$ cat src/rtl/osc_tick_timer_if.sv
// Control and status bundle for osc_tick_timer: divisor load handshake plus
// the divided-clock outputs. The master drives EN/DIV_LD/DIV_VAL.
interface osc_tick_timer_if #(
    parameter int WIDTH = 32'sd16
);
    logic             EN;
    logic             DIV_LD;
    logic [WIDTH-1:0] DIV_VAL;
    logic             DIV_BUSY;
    logic             DIV_ACK;
    logic             CLKO;
    logic             TICK;
    logic [WIDTH-1:0] CNT;

    modport master (
        output EN, DIV_LD, DIV_VAL,
        input  DIV_BUSY, DIV_ACK, CLKO, TICK, CNT
    );

    modport slave (
        input  EN, DIV_LD, DIV_VAL,
        output DIV_BUSY, DIV_ACK, CLKO, TICK, CNT
    );
endinterface

$ cat src/rtl/osc_tick_timer.sv
// Programmable divider on the oscillator clock with glitch-free divisor reload.
// Optional build macro OSC_TICK_GRAY_EN: CNT is presented Gray-coded.
module osc_tick_timer #(
    parameter int WIDTH       = 32'sd16,
    parameter int DIV_DEFAULT = 32'sd4
) (
    input  logic            CLKI,
    input  logic            RSTN,
    osc_tick_timer_if.slave bus
);
    typedef enum logic [0:0] {
        HS_IDLE = 1'b0,
        HS_BUSY = 1'b1
    } hs_state_t;

    localparam logic [WIDTH-1:0] DIV_RESET =
        (DIV_DEFAULT < 32'sd2) ? WIDTH'(32'd2) : WIDTH'(DIV_DEFAULT);

    // Divisors below 2 cannot produce both a high and a low phase.
    function automatic logic [WIDTH-1:0] clamp_div(input logic [WIDTH-1:0] d);
        logic [WIDTH-1:0] r;
        if (d < WIDTH'(32'd2)) r = WIDTH'(32'd2);
        else                   r = d;
        return r;
    endfunction

    function automatic logic [WIDTH-1:0] cnt_code(input logic [WIDTH-1:0] b);
`ifdef OSC_TICK_GRAY_EN
        return b ^ (b >> 1);
`else
        return b;
`endif
    endfunction

    hs_state_t        hs_state_r, hs_next_s;
    logic             apply_s, capture_s, wrap_s;
    logic [WIDTH-1:0] cnt_r, div_r, pend_r, cnt_out_r;
    logic [WIDTH-1:0] cnt_next_s, div_next_s;
    logic             run_r, clko_r, tick_r, ack_r;
    logic             clko_next_s, tick_next_s;

    // Handshake state register
    always_ff @(posedge CLKI) begin
        if (!RSTN) hs_state_r <= HS_IDLE;
        else       hs_state_r <= hs_next_s;
    end

    // Handshake next state: one load in flight, ignored requests while busy
    always_comb begin
        hs_next_s = hs_state_r;
        case (hs_state_r)
            HS_IDLE: begin
                if (bus.DIV_LD) hs_next_s = HS_BUSY;
                else            hs_next_s = HS_IDLE;
            end
            HS_BUSY: begin
                if (apply_s) hs_next_s = HS_IDLE;
                else         hs_next_s = HS_BUSY;
            end
            default: hs_next_s = HS_IDLE;
        endcase
    end

    // Handshake outputs: pending value lands at a wrap, or at once when stopped
    always_comb begin
        apply_s   = 1'b0;
        capture_s = 1'b0;
        case (hs_state_r)
            HS_IDLE: capture_s = bus.DIV_LD;
            HS_BUSY: apply_s   = !bus.EN || wrap_s;
            default: begin
                apply_s   = 1'b0;
                capture_s = 1'b0;
            end
        endcase
    end

    // Next count and divisor; first enabled cycle after a stop shows count 0
    always_comb begin
        wrap_s     = 1'b0;
        cnt_next_s = {WIDTH{1'b0}};
        if (bus.EN && run_r) begin
            if (cnt_r == div_r - WIDTH'(32'd1)) begin
                wrap_s     = 1'b1;
                cnt_next_s = {WIDTH{1'b0}};
            end else begin
                cnt_next_s = cnt_r + WIDTH'(32'd1);
            end
        end else begin
            cnt_next_s = {WIDTH{1'b0}};
        end
        if (apply_s) div_next_s = pend_r;
        else         div_next_s = div_r;
    end

    // Output decode against the divisor that governs the upcoming cycle
    always_comb begin
        clko_next_s = bus.EN && (cnt_next_s < (div_next_s >> 1));
        tick_next_s = bus.EN && (cnt_next_s == div_next_s - WIDTH'(32'd1));
    end

    // Datapath and registered outputs
    always_ff @(posedge CLKI) begin
        if (!RSTN) begin
            cnt_r     <= {WIDTH{1'b0}};
            div_r     <= DIV_RESET;
            pend_r    <= DIV_RESET;
            run_r     <= 1'b0;
            clko_r    <= 1'b0;
            tick_r    <= 1'b0;
            ack_r     <= 1'b0;
            cnt_out_r <= {WIDTH{1'b0}};
        end else begin
            cnt_r     <= cnt_next_s;
            div_r     <= div_next_s;
            run_r     <= bus.EN;
            clko_r    <= clko_next_s;
            tick_r    <= tick_next_s;
            ack_r     <= apply_s;
            cnt_out_r <= cnt_code(cnt_next_s);
            if (capture_s) pend_r <= clamp_div(bus.DIV_VAL);
            else           pend_r <= pend_r;
        end
    end

    assign bus.CNT      = cnt_out_r;
    assign bus.CLKO     = clko_r;
    assign bus.TICK     = tick_r;
    assign bus.DIV_ACK  = ack_r;
    assign bus.DIV_BUSY = (hs_state_r == HS_BUSY);
endmodule

$ cat src/flat_wrapper.sv
// flat-port wrapper written by rule: the top's interface ports become plain ports
module osc_tick_timer_flat 
#(
    parameter int WIDTH       = 32'sd16,
    parameter int DIV_DEFAULT = 32'sd4
)
  (CLKI, RSTN, bus_EN, bus_DIV_LD, bus_DIV_VAL, bus_DIV_BUSY, bus_DIV_ACK, bus_CLKO, bus_TICK, bus_CNT);
  osc_tick_timer_if #(.WIDTH(WIDTH)) bus_i ();
  input  logic CLKI;
  input  logic RSTN;
  input wire logic [$bits(bus_i.EN)-1:0] bus_EN;
  input wire logic [$bits(bus_i.DIV_LD)-1:0] bus_DIV_LD;
  input wire logic [$bits(bus_i.DIV_VAL)-1:0] bus_DIV_VAL;
  output wire logic [$bits(bus_i.DIV_BUSY)-1:0] bus_DIV_BUSY;
  output wire logic [$bits(bus_i.DIV_ACK)-1:0] bus_DIV_ACK;
  output wire logic [$bits(bus_i.CLKO)-1:0] bus_CLKO;
  output wire logic [$bits(bus_i.TICK)-1:0] bus_TICK;
  output wire logic [$bits(bus_i.CNT)-1:0] bus_CNT;
  assign bus_i.EN = bus_EN;
  assign bus_i.DIV_LD = bus_DIV_LD;
  assign bus_i.DIV_VAL = bus_DIV_VAL;
  assign bus_DIV_BUSY = bus_i.DIV_BUSY;
  assign bus_DIV_ACK = bus_i.DIV_ACK;
  assign bus_CLKO = bus_i.CLKO;
  assign bus_TICK = bus_i.TICK;
  assign bus_CNT = bus_i.CNT;
  osc_tick_timer #(.WIDTH(WIDTH), .DIV_DEFAULT(DIV_DEFAULT)) u_core (.CLKI(CLKI), .RSTN(RSTN), .bus(bus_i));
endmodule
$ cat config.mk
export PLATFORM = sky130hd
export DESIGN_NAME = osc_tick_timer_flat
export DESIGN_NICKNAME = d
export VERILOG_FILES = /design/src/rtl/osc_tick_timer_if.sv /design/src/rtl/osc_tick_timer.sv /design/src/flat_wrapper.sv
export SDC_FILE = /design/constraint.sdc
export NUM_CORES = 1
export LEC_CHECK = 0
export CAP_MARGIN = 20
export CORE_MARGIN = 1
export CORE_UTILIZATION = 60
export CTS_BUF_LIST = sky130_fd_sc_hd__clkbuf_2
export DETAILED_ROUTE_END_ITERATION = 16
export GPL_ROUTABILITY_DRIVEN = 0
export GPL_TIMING_DRIVEN = 1
export PLACE_DENSITY = 0.84
export SYNTH_ARGS = -nofsm -noshare
export SYNTH_HDL_FRONTEND = slang
export SYNTH_SLANG_ARGS = --single-unit
$ cat constraint.sdc
create_clock -name CLKI -period 6.6 [get_ports CLKI]
set_input_delay 1.32 -clock CLKI [delete_from_list [all_inputs] [get_ports CLKI]]
set_output_delay 1.32 -clock CLKI [all_outputs]
set_load 0.01 [all_outputs]
==> reports/metrics.cfg <==
[clock_network]
cts_buffers=5
cts-htree-levels=2
cts.sinks=53
cts_buffer_depth=2
cts_root_buffer=clkbuf_2
post-cts-setup-buffer-count=0
cts_tree=built
clk_pin_slew_ps=280
hold_buffers=0
clk_latency_ps=460
cts_resized=0

[drt]
routed_wl_um=9340
drc=0
routedWlPerCell_um=17.0
ant_nets=0
vias=3324
first_pass_iters=8
dr.first_iter.drc_count=349
viasPerCell=6.07

[sta]
slew_viol_final=0
tns_ps=0
min_period_ps=4960
max_freq_mhz=202
setup_ws_ps=1640
clock_skew_ps=18.7
relSlewSlack_pct=42.5
grt_setup_unrepaired=false
hold_viol_final=0
tightest_slew_ps=861
setup_violations=0
fin_crit_sh_pct=75.2

[global_route]
track_usage_pct=31.0
grt-ovfl-total=0
antenna_found_initial=0
grt_pass1_wl_um=15300
grt_pass1_vias=3255
grt_start_max_net_pins=48

[synthesis]
synth-main-ff-cell=dfxtp_1
syn_inst=443
yosys_warnings=0
synth_nets=480
synth_most_common_cell=nand2_1
synth_async_sr_flop_share_pct=0
yosysUniqueCellTypes=60
synth_area_leaders=dfxtp_1, xnor2_1, ha_1
yosysTopAreaCellShare_pct=28.2
synth_common_cells=nand2_1, dfxtp_1, nor2_1
ys_seq_area_share_pct=28.2
synth.avg_cell_area_um2=8.50
syn_area_mm2=0.00377
yosys_register_bits=53
synth_edf_count=0
synth.largest_area_cell=dfxtp_1

[final_layout]
drive_gt1_share_pct=6.98
nets=509
synthToLayoutAreaGrowth_pct=12.9
final_cells=548
postLayoutCoreUtil_pct=71.0
fillCellCount=488
antennaDiodeCount=0

[floorplanning]
start_util_pct=62.9
fp-row-count=28
die_x_um=81.2
die_area_mm2=0.00660
die_h_um=81.2
core_mm2=0.00599
boundaryPins=40

[placed_design]
pre_cts_ws_ps=1640
portBuffers=39
hpwl_um=7140
dpl.cell_count=540

[power]
power_w=0.000664
ir_worst_vdd_v=0.000126
total_leakage_power_nw=1.62
power.density_mw_per_mm2=156

[worst_setup_path]
start_kind=register
critical_path_class=reg -> reg
critical_path_arrival_ps=5360
critPathMaxFanout=16
crit_required_ps=7000
cp-end-kind=register

[outcome]
status=complete, no violations

[flow_run]
cap_viol_max_count=0

[hold_path]
min_path_type=reg -> reg

## final timing paths
path	start	end	slack [ps]	cells after the start
worst max-delay path	u_core.div_r[0]$_SDFF_PN0_	u_core.bus.TICK$_SDFF_PN0_	1640	18
worst max register to register	u_core.div_r[0]$_SDFF_PN0_	u_core.bus.TICK$_SDFF_PN0_	1640	18
worst min register to register	u_core.pend_r[15]$_SDFFE_PN0P_	u_core.pend_r[15]$_SDFFE_PN0P_	520	2
worst min-delay path	u_core.pend_r[15]$_SDFFE_PN0P_	u_core.pend_r[15]$_SDFFE_PN0P_	520	2
## power by group
part | switching (W) | internal, W | total (W) | leakage (nW)
clock network | 0.000109 | 0.000101 | 0.000210 | 0.0529
registers | 0.0000136 | 0.000331 | 0.000344 | 0.431
logic | 0.0000579 | 0.0000517 | 0.000110 | 1.13
total | 0.000181 | 0.000483 | 0.000664 | 1.62
## routing by layer
metal | vias up | wire (um) | global-route usage, %
met4 | 0 | 216 | 12.3
met5 | - | 0 | 0
met1 | 1567 | 4140 | 39.6
met2 | 128 | 4450 | 51.6
li1 | 1605 | - | -
met3 | 24 | 537 | 5.39
## critical path: stages, from the launching register on
cell and delay [ps]:
dfxtp_1 440, inv_1 90, ha_1 210, or3b_1 430, nor3_1 190, nand2_1 90
xnor2_1 340, a2111oi_4 90, a31oi_4 670, mux2i_1 500, ha_1 250, inv_1 90
nor3b_1 230, mux2i_2 210, nor3_1 300, xnor2_1 110, nor4_1 310, nand4_1 140
a2111oi_2 210
## final cells by class
| cell class | instances | area (um^2) | share of cell area [%] |
|---|---|---|---|
| multi-input cells | 361 | 2560 | 60.3 |
| repair buffers | 41 | 405 | 9.54 |
| inverters | 10 | 37.5 | 0.883 |
| flip-flops and latches | 53 | 1060 | 25.0 |
| well taps | 75 | 93.8 | 2.21 |
| clock buffers | 5 | 25.0 | 0.589 |
| clock inverters | 3 | 65.1 | 1.53 |
## placed cells by master, fill, tap and decap left out, drive strengths merged, types with 9 or more instances in the layout
cell,count
o21ai,10
ha,17
nor2,38
nor3,18
mux2i,24
nor4,11
inv,10
a21oi,10
nor2b,21
a21boi,13
and2,13
nand2,55
nand3,9
xnor2,34
clkdlybuf4s50,39
xor2,22
dfxtp,53
## cell families after synthesis
logic type / share of synthesized area, %
compound gates: 12.8
xor+xnor: 13.6
mux: 8.54
flops: 28.2
simple gates: 27.4
fa+ha+maj: 5.65
buf+inv: 3.79
## registers in the layout, indices dropped and copies added (netlist names)
register and cells:
u_core.pend_r 16, u_core.cnt_r 16, u_core.bus.CLKO 1, u_core.div_r 16, u_core.bus.TICK 1, u_core.run_r 1, u_core.bus.DIV_ACK 1, u_core.bus.DIV_BUSY 1
## metrics by stage
stage / area, um^2 / hold slack, ps
after floorplan: 3770 / 450
after global placement: 4160 / 483
after detailed placement: 4160 / 491
after CTS: 4250 / 519
after global routing: 4250 / 543
final: 4250 / 517
Note: power is estimated with default switching activity, not from simulation.
